[src/rtl/led_display_package.sv]
// Shared pixel/row types for the LED display path plus the HUB75 driver state
// encoding and the helper that picks one column's colour bits out of a row.
package led_display_package;

  localparam int unsigned PXL_COLS  = 64;
  localparam int unsigned PXL_COL_W = $clog2(PXL_COLS);

  typedef struct packed {
    logic [PXL_COLS-1:0] blue;
    logic [PXL_COLS-1:0] green;
    logic [PXL_COLS-1:0] red;
  } pxl_col_t;

  typedef enum logic [1:0] {
    StIdle,
    StShift,
    StWait,
    StLatch
  } drv_state_t;

  localparam int unsigned RGB_RED   = 0;
  localparam int unsigned RGB_GREEN = 1;
  localparam int unsigned RGB_BLUE  = 2;

  // One column of a row as the 3-bit serial lane value {blue, green, red}.
  function automatic logic [2:0] pxl_bits(input pxl_col_t p, input logic [PXL_COL_W-1:0] k);
    logic [2:0] bits;
    bits            = '0;
    bits[RGB_RED]   = p.red[k];
    bits[RGB_GREEN] = p.green[k];
    bits[RGB_BLUE]  = p.blue[k];
    return bits;
  endfunction

endpackage

[src/rtl/hub75_oe_timer.sv]
// Display-time counter for the HUB75 driver: holds the panel lit (oe_out low)
// for the loaded number of bclk cycles and tells the FSM when the row is done.
module hub75_oe_timer #(
  parameter int unsigned ON_W = 16
) (
  input  logic            bclk,
  input  logic            n_reset,
  input  logic            load,
  input  logic [ON_W-1:0] load_val,
  output logic            oe_out,
  output logic            done,
  output logic            active
);

  logic [ON_W-1:0] cnt_q, cnt_d;

  always_comb begin
    cnt_d = cnt_q;
    if (load) begin
      cnt_d = load_val;
    end else if (cnt_q != '0) begin
      cnt_d = cnt_q - 1'b1;
    end
  end

  always_ff @(posedge bclk or negedge n_reset) begin
    if (!n_reset) begin
      cnt_q <= '0;
    end else begin
      cnt_q <= cnt_d;
    end
  end

  assign active = (cnt_q != '0);
  assign oe_out = !active;
  // Counter reaches zero on the coming edge, so the next latch can follow the
  // last lit cycle without an extra blank cycle.
  assign done   = (cnt_q[ON_W-1:1] == '0);

endmodule

[src/rtl/hub75_row_driver.sv]
// HUB75 row driver: double-row shadow buffer, serial shift at bclk/2, latch and
// display timing. Define HUB75_DRV_DEADTIME_EN for blanking around the latch.
module hub75_row_driver
  import led_display_package::*;
#(
  parameter int unsigned NUM_COLS  = PXL_COLS,
  parameter int unsigned ADDR_W    = 4,
  parameter int unsigned ON_W      = 16,
  parameter int unsigned BLANK_CYC = 2
) (
  input  logic              bclk,
  input  logic              n_reset,
  input  logic              row_valid,
  output logic              row_ready,
  input  pxl_col_t          row_top,
  input  pxl_col_t          row_bot,
  input  logic [ADDR_W-1:0] row_addr,
  input  logic [ON_W-1:0]   on_cycles,
  output logic              sclk,
  output logic [2:0]        rgb_top,
  output logic [2:0]        rgb_bot,
  output logic [ADDR_W-1:0] addr_out,
  output logic              le_out,
  output logic              oe_out,
  output logic              busy
);

  localparam int unsigned COL_W = $clog2(NUM_COLS);
  localparam logic [COL_W-1:0] COL_LAST = COL_W'(NUM_COLS - 1);
  localparam int unsigned LAT_W = $clog2(2 * BLANK_CYC + 2);

`ifdef HUB75_DRV_DEADTIME_EN
  localparam logic [LAT_W-1:0] LE_AT   = LAT_W'(BLANK_CYC);
  localparam logic [LAT_W-1:0] LAT_END = LAT_W'(2 * BLANK_CYC);
`else
  localparam logic [LAT_W-1:0] LE_AT   = '0;
  localparam logic [LAT_W-1:0] LAT_END = '0;
`endif

  // Shadow register: the next row, filled while the current one shifts/displays.
  logic              shadow_full_q;
  pxl_col_t          sh_top_q, sh_bot_q;
  logic [ADDR_W-1:0] sh_addr_q;
  logic [ON_W-1:0]   sh_on_q;

  // Row currently being shifted / awaiting its latch.
  pxl_col_t          cur_top_q, cur_bot_q;
  logic [ADDR_W-1:0] cur_addr_q;
  logic [ON_W-1:0]   cur_on_q;

  drv_state_t        state_q, state_d;
  logic [COL_W-1:0]  col_q, col_d;
  logic              phase_q, phase_d;
  logic [LAT_W-1:0]  lat_q, lat_d;
  logic              le_q, le_d;
  logic [ADDR_W-1:0] addr_q;
  logic              load_row, disp_load;
  logic              disp_done, disp_active;
  logic              xfer;

  assign row_ready = !shadow_full_q;
  assign xfer      = row_valid && row_ready;

  always_ff @(posedge bclk or negedge n_reset) begin
    if (!n_reset) begin
      shadow_full_q <= 1'b0;
      sh_top_q      <= '0;
      sh_bot_q      <= '0;
      sh_addr_q     <= '0;
      sh_on_q       <= '0;
    end else if (xfer) begin
      shadow_full_q <= 1'b1;
      sh_top_q      <= row_top;
      sh_bot_q      <= row_bot;
      sh_addr_q     <= row_addr;
      sh_on_q       <= on_cycles;
    end else if (load_row) begin
      shadow_full_q <= 1'b0;
    end
  end

  always_comb begin
    state_d   = state_q;
    col_d     = col_q;
    phase_d   = phase_q;
    lat_d     = lat_q;
    load_row  = 1'b0;
    disp_load = 1'b0;
    unique case (state_q)
      StIdle: begin
        if (shadow_full_q) begin
          load_row = 1'b1;
          state_d  = StShift;
          col_d    = COL_LAST;
          phase_d  = 1'b0;
        end
      end
      StShift: begin
        if (!phase_q) begin
          phase_d = 1'b1;
        end else begin
          phase_d = 1'b0;
          if (col_q == '0) begin
            if (disp_done) begin
              state_d = StLatch;
              lat_d   = '0;
            end else begin
              state_d = StWait;
            end
          end else begin
            col_d = col_q - 1'b1;
          end
        end
      end
      StWait: begin
        if (disp_done) begin
          state_d = StLatch;
          lat_d   = '0;
        end
      end
      StLatch: begin
        if (lat_q == LAT_END) begin
          disp_load = 1'b1;
          if (shadow_full_q) begin
            load_row = 1'b1;
            state_d  = StShift;
            col_d    = COL_LAST;
            phase_d  = 1'b0;
          end else begin
            state_d = StIdle;
          end
        end else begin
          lat_d = lat_q + 1'b1;
        end
      end
      default: state_d = StIdle;
    endcase
    le_d = (state_d == StLatch) && (lat_d == LE_AT);
  end

  always_ff @(posedge bclk or negedge n_reset) begin
    if (!n_reset) begin
      state_q <= StIdle;
      col_q   <= '0;
      phase_q <= 1'b0;
      lat_q   <= '0;
      le_q    <= 1'b0;
      addr_q  <= '0;
    end else begin
      state_q <= state_d;
      col_q   <= col_d;
      phase_q <= phase_d;
      lat_q   <= lat_d;
      le_q    <= le_d;
      if (le_d) begin
        addr_q <= cur_addr_q;
      end
    end
  end

  always_ff @(posedge bclk or negedge n_reset) begin
    if (!n_reset) begin
      cur_top_q  <= '0;
      cur_bot_q  <= '0;
      cur_addr_q <= '0;
      cur_on_q   <= '0;
    end else if (load_row) begin
      cur_top_q  <= sh_top_q;
      cur_bot_q  <= sh_bot_q;
      cur_addr_q <= sh_addr_q;
      cur_on_q   <= sh_on_q;
    end
  end

  hub75_oe_timer #(
    .ON_W(ON_W)
  ) u_oe_timer (
    .bclk    (bclk),
    .n_reset (n_reset),
    .load    (disp_load),
    .load_val(cur_on_q),
    .oe_out  (oe_out),
    .done    (disp_done),
    .active  (disp_active)
  );

  // Phase A presents data with sclk low, phase B raises sclk on the same data.
  always_comb begin
    sclk    = 1'b0;
    rgb_top = '0;
    rgb_bot = '0;
    if (state_q == StShift) begin
      sclk    = phase_q;
      rgb_top = pxl_bits(cur_top_q, col_q);
      rgb_bot = pxl_bits(cur_bot_q, col_q);
    end
  end

  assign le_out   = le_q;
  assign addr_out = addr_q;
  assign busy     = (state_q != StIdle) || disp_active;

endmodule

[config.mk]
export PLATFORM = sky130hd
export DESIGN_NAME = hub75_row_driver
export DESIGN_NICKNAME = d
export VERILOG_FILES = /design/src/rtl/led_display_package.sv /design/src/rtl/hub75_oe_timer.sv /design/src/rtl/hub75_row_driver.sv
export SDC_FILE = /design/constraint.sdc
export NUM_CORES = 2
export LEC_CHECK = 0
export BUFFER_PORTS_ARGS = -buffer_cell sky130_fd_sc_hd__buf_4
export CAP_MARGIN = 20
export CORE_ASPECT_RATIO = 1.1
export CORE_MARGIN = 10
export CORE_UTILIZATION = 44
export CTS_CLUSTER_DIAMETER = 120
export CTS_CLUSTER_SIZE = 10
export DETAILED_ROUTE_END_ITERATION = 10
export PLACE_DENSITY = 0.66
export SYNTH_ARGS = -nofsm -noshare
export SYNTH_HDL_FRONTEND = slang
export SYNTH_SLANG_ARGS = --single-unit
[constraint.sdc]
create_clock -name bclk -period 9.49 [get_ports bclk]
set_input_delay 1.898 -clock bclk [delete_from_list [all_inputs] [get_ports bclk]]
set_output_delay 1.898 -clock bclk [all_outputs]
set_load 0.05 [all_outputs]
==> metrics.cfg <==
[status]
status=finished, final reports clean

[clocking]
h-tree-depth=3
cts_buffers=94
clk_pin_slew_ns=0.06
cts-hold-fix-buffers=0
cts_buffer_depth=3
cts-resized-gates=0
cts_tree=yes
root_buffer=clkbuf_16
cts.sink_count=842
clk_latency_ns=0.65
post_cts_buffers=0

[global_routing]
grt_pass1_vias=21800
overflow=0
grt_max_degree=194
grt_usage=0.190
grt_pass1_wl_mm=133
antenna_found_initial=8

[power_and_ir_drop]
power.density_mw_per_mm2=340
netSwitchingFraction=0.291
power.share.clock=0.223
peakVddDrop_mv=0.167
finalPower_mw=14.1
seq_power_share=0.465
switching_power_mw=4.10
p_int_mw=10.0
combPwrFrac=0.312
power.leakage_nw=18.0

[drt]
wl_per_cell_um=23.9
first_pass_iters=5
wl_mm=86.3
avgViaCountPerCell=5.40
drc_errors=0
drt_iter0_drc=1168
ant_nets=0
vias=19500

[yosys]
synth.avg_cell_area_sq_um=16.3
synth_most_common_cell=dfrtp_1
synthArstFlopShare=1.00
synth-edff-count=0
yosys.area.top_type=dfrtp_1
synthTopCellsByCount=842 x dfrtp_1, 813 x mux2_2, 110 x mux4_2
synth_ff_type=dfrtp_1
yosys-top-cells-area=dfrtp_1 60%, mux2_2 26%, mux4_2 7.1%
ys_ff_latch=842
synth_cells=2143
synth.top_cell.area_share=0.605
yosys_warnings=0
synth-seq-area-share=0.605
ys_types=59
synth_area_sq_mm=0.0348
synth_nets=2559

[place]
port_buffers=421
gp_congestion=0.811
place_hpwl_mm=59.3
place_ws_ns=3.74

[floorplanning]
start_util=0.443
dieHeight_um=315
pin_count=422
coreArea_sq_mm=0.0786
rows=108
die-area_sq_mm=0.0908
die_w_um=288

[critical_path]
crit_top_cell=buf_4
critPathTopFamily=flip-flops
end_kind=primary output
worstPathCellList=buf_4, mux4_2, mux2i_1, o21ai_0, a2111oi_0, nor3b_1, buf_4
worst-setup-path-type=register to primary output
cpMaxStageDelayCell=dfrtp_4
cpPeakStageDelay_ns=1.05
worst_ep_required_time_ns=7.59
rr_worst_depth=9
cp_max_fo=42
path_buf_inv=2
start_kind=register
critPathArrivalTime_ns=4.30
cp.depth=7
reg2reg_slack_ns=5.39

[final_layout]
finish.utilization=0.528
nets=2969
fillCellCount=6477
drive_above_1_share=0.582
area_delta_synth_final_pct=19.2

[min_path]
hold_class=register to register
whs_path_depth=2

[sta]
setup_violations=0
fin_skew_ns=0.0256
finalHoldViolations=0
worst_pin_slew_ns=1.19
fin_ws_ns=3.29
finalCriticalPeriod_ns=6.20
rsz0062_at_grt=no
hold_slack_ns=0.477
slew_violations=0
max_freq_mhz=161
maxSlewHeadroom=0.206
post-route-period-util=0.653
fin_setup_tns_ns=0

[job]
drv_cap=0

through the flow:
stage / std cells / instance area, sq um
floorplan: 2143 / 34800
global placement: 3502 / 39000
detailed placement: 3502 / 39000
CTS: 3605 / 41500
global route: 3607 / 41500
finish: 3607 / 41500
cells by family (layout without fill, tap and decap cells):
| logic type | count (synthesis) | count (layout) | synth area share |
|---|---|---|---|
| other cells | 0 | 2 | 0 |
| buf+inv | 140 | 557 | 0.0169 |
| xor+xnor | 11 | 11 | 0.00277 |
| mux | 936 | 936 | 0.338 |
| fa+ha+maj | 9 | 9 | 0.00323 |
| flops | 842 | 842 | 0.605 |
| compound gates | 80 | 80 | 0.0157 |
| simple gates | 125 | 125 | 0.0184 |
final timing paths:
| kind | end | startpoint |
|---|---|---|
| setup / recovery | rgb_bot[1] | col_q[0] |
| hold / removal | u_oe_timer.cnt_q[3] | cur_on_q[3] |
| setup reg to reg | addr_out[3] | col_q[1] |
| hold reg to reg | u_oe_timer.cnt_q[3] | cur_on_q[3] |
| max in group asynchronous | sh_bot_q[55] | n_reset |
| min in group asynchronous | sh_top_q[97] | n_reset |
sequential cells by signal, indices dropped and copies added (netlist names), 6 cells and up:
register,count
cur_bot_q,192
cur_top_q,192
sh_bot_q,192
sh_top_q,192
cur_on_q,16
sh_on_q,16
u_oe_timer.cnt_q,16
col_q,6
final cells by class:
| class | instances | area, sq um | area share |
|---|---|---|---|
| diodes | 2 | 5.00 | 0.000121 |
| clock buffers | 95 | 2360 | 0.0567 |
| clock inverters | 8 | 153 | 0.00368 |
| inverters | 13 | 48.8 | 0.00117 |
| multi-input cells | 1161 | 13200 | 0.318 |
| flip-flops and latches | 842 | 21100 | 0.508 |
| well taps | 1045 | 1310 | 0.0315 |
| repair buffers | 441 | 3390 | 0.0817 |
cell usage in the layout, fill, tap and decap left out, types with 9 or more instances in the layout:
| cell type | netlist | routed |
|---|---|---|
| buf_4 | 0 | 434 |
| clkbuf_16 | 0 | 94 |
| mux2_2 | 813 | 813 |
| inv_1 | 11 | 11 |
| o21ai_0 | 27 | 27 |
| xnor2_1 | 9 | 9 |
| nand2b_1 | 10 | 10 |
| dfrtp_1 | 842 | 838 |
| ha_1 | 9 | 9 |
| nand2_1 | 43 | 43 |
| mux4_2 | 110 | 110 |
| nor2_1 | 25 | 25 |
| a21oi_1 | 14 | 14 |
| mux2i_1 | 9 | 9 |
layer usage:
layer / GRT usage / up-vias / share of wire
li1: - / 8633 / -
met1: 0.240 / 10300 / 0.41
met2: 0.321 / 489 / 0.51
met3: 0.0426 / 112 / 0.056
met4: 0.0574 / 8 / 0.022
met5: 0 / - / 0.00048
worst register-to-register path, cell delays in order, from the launching register on:
cell and delay [ns]:
dfrtp_4 0.94, buf_4 0.81, inv_1 0.12, ha_1 0.29, and4bb_1 0.24, nand2_1 0.11
o2bb2ai_1 0.19, o22ai_1 0.16, a2111oi_4 0.79, mux2_4 0.36
power groups by stage:
stage	logic, mW	registers (mW)	clock network (mW)
2_1_floorplan	3.70	6.04	0
3_3_place_gp	4.29	6.57	0
3_5_place_dp	4.44	6.64	0
4_1_cts	4.47	6.59	3.24
5_1_grt	4.79	6.79	3.37
6_report	4.40	6.56	3.14
Note: power is estimated with default switching activity, not from simulation.
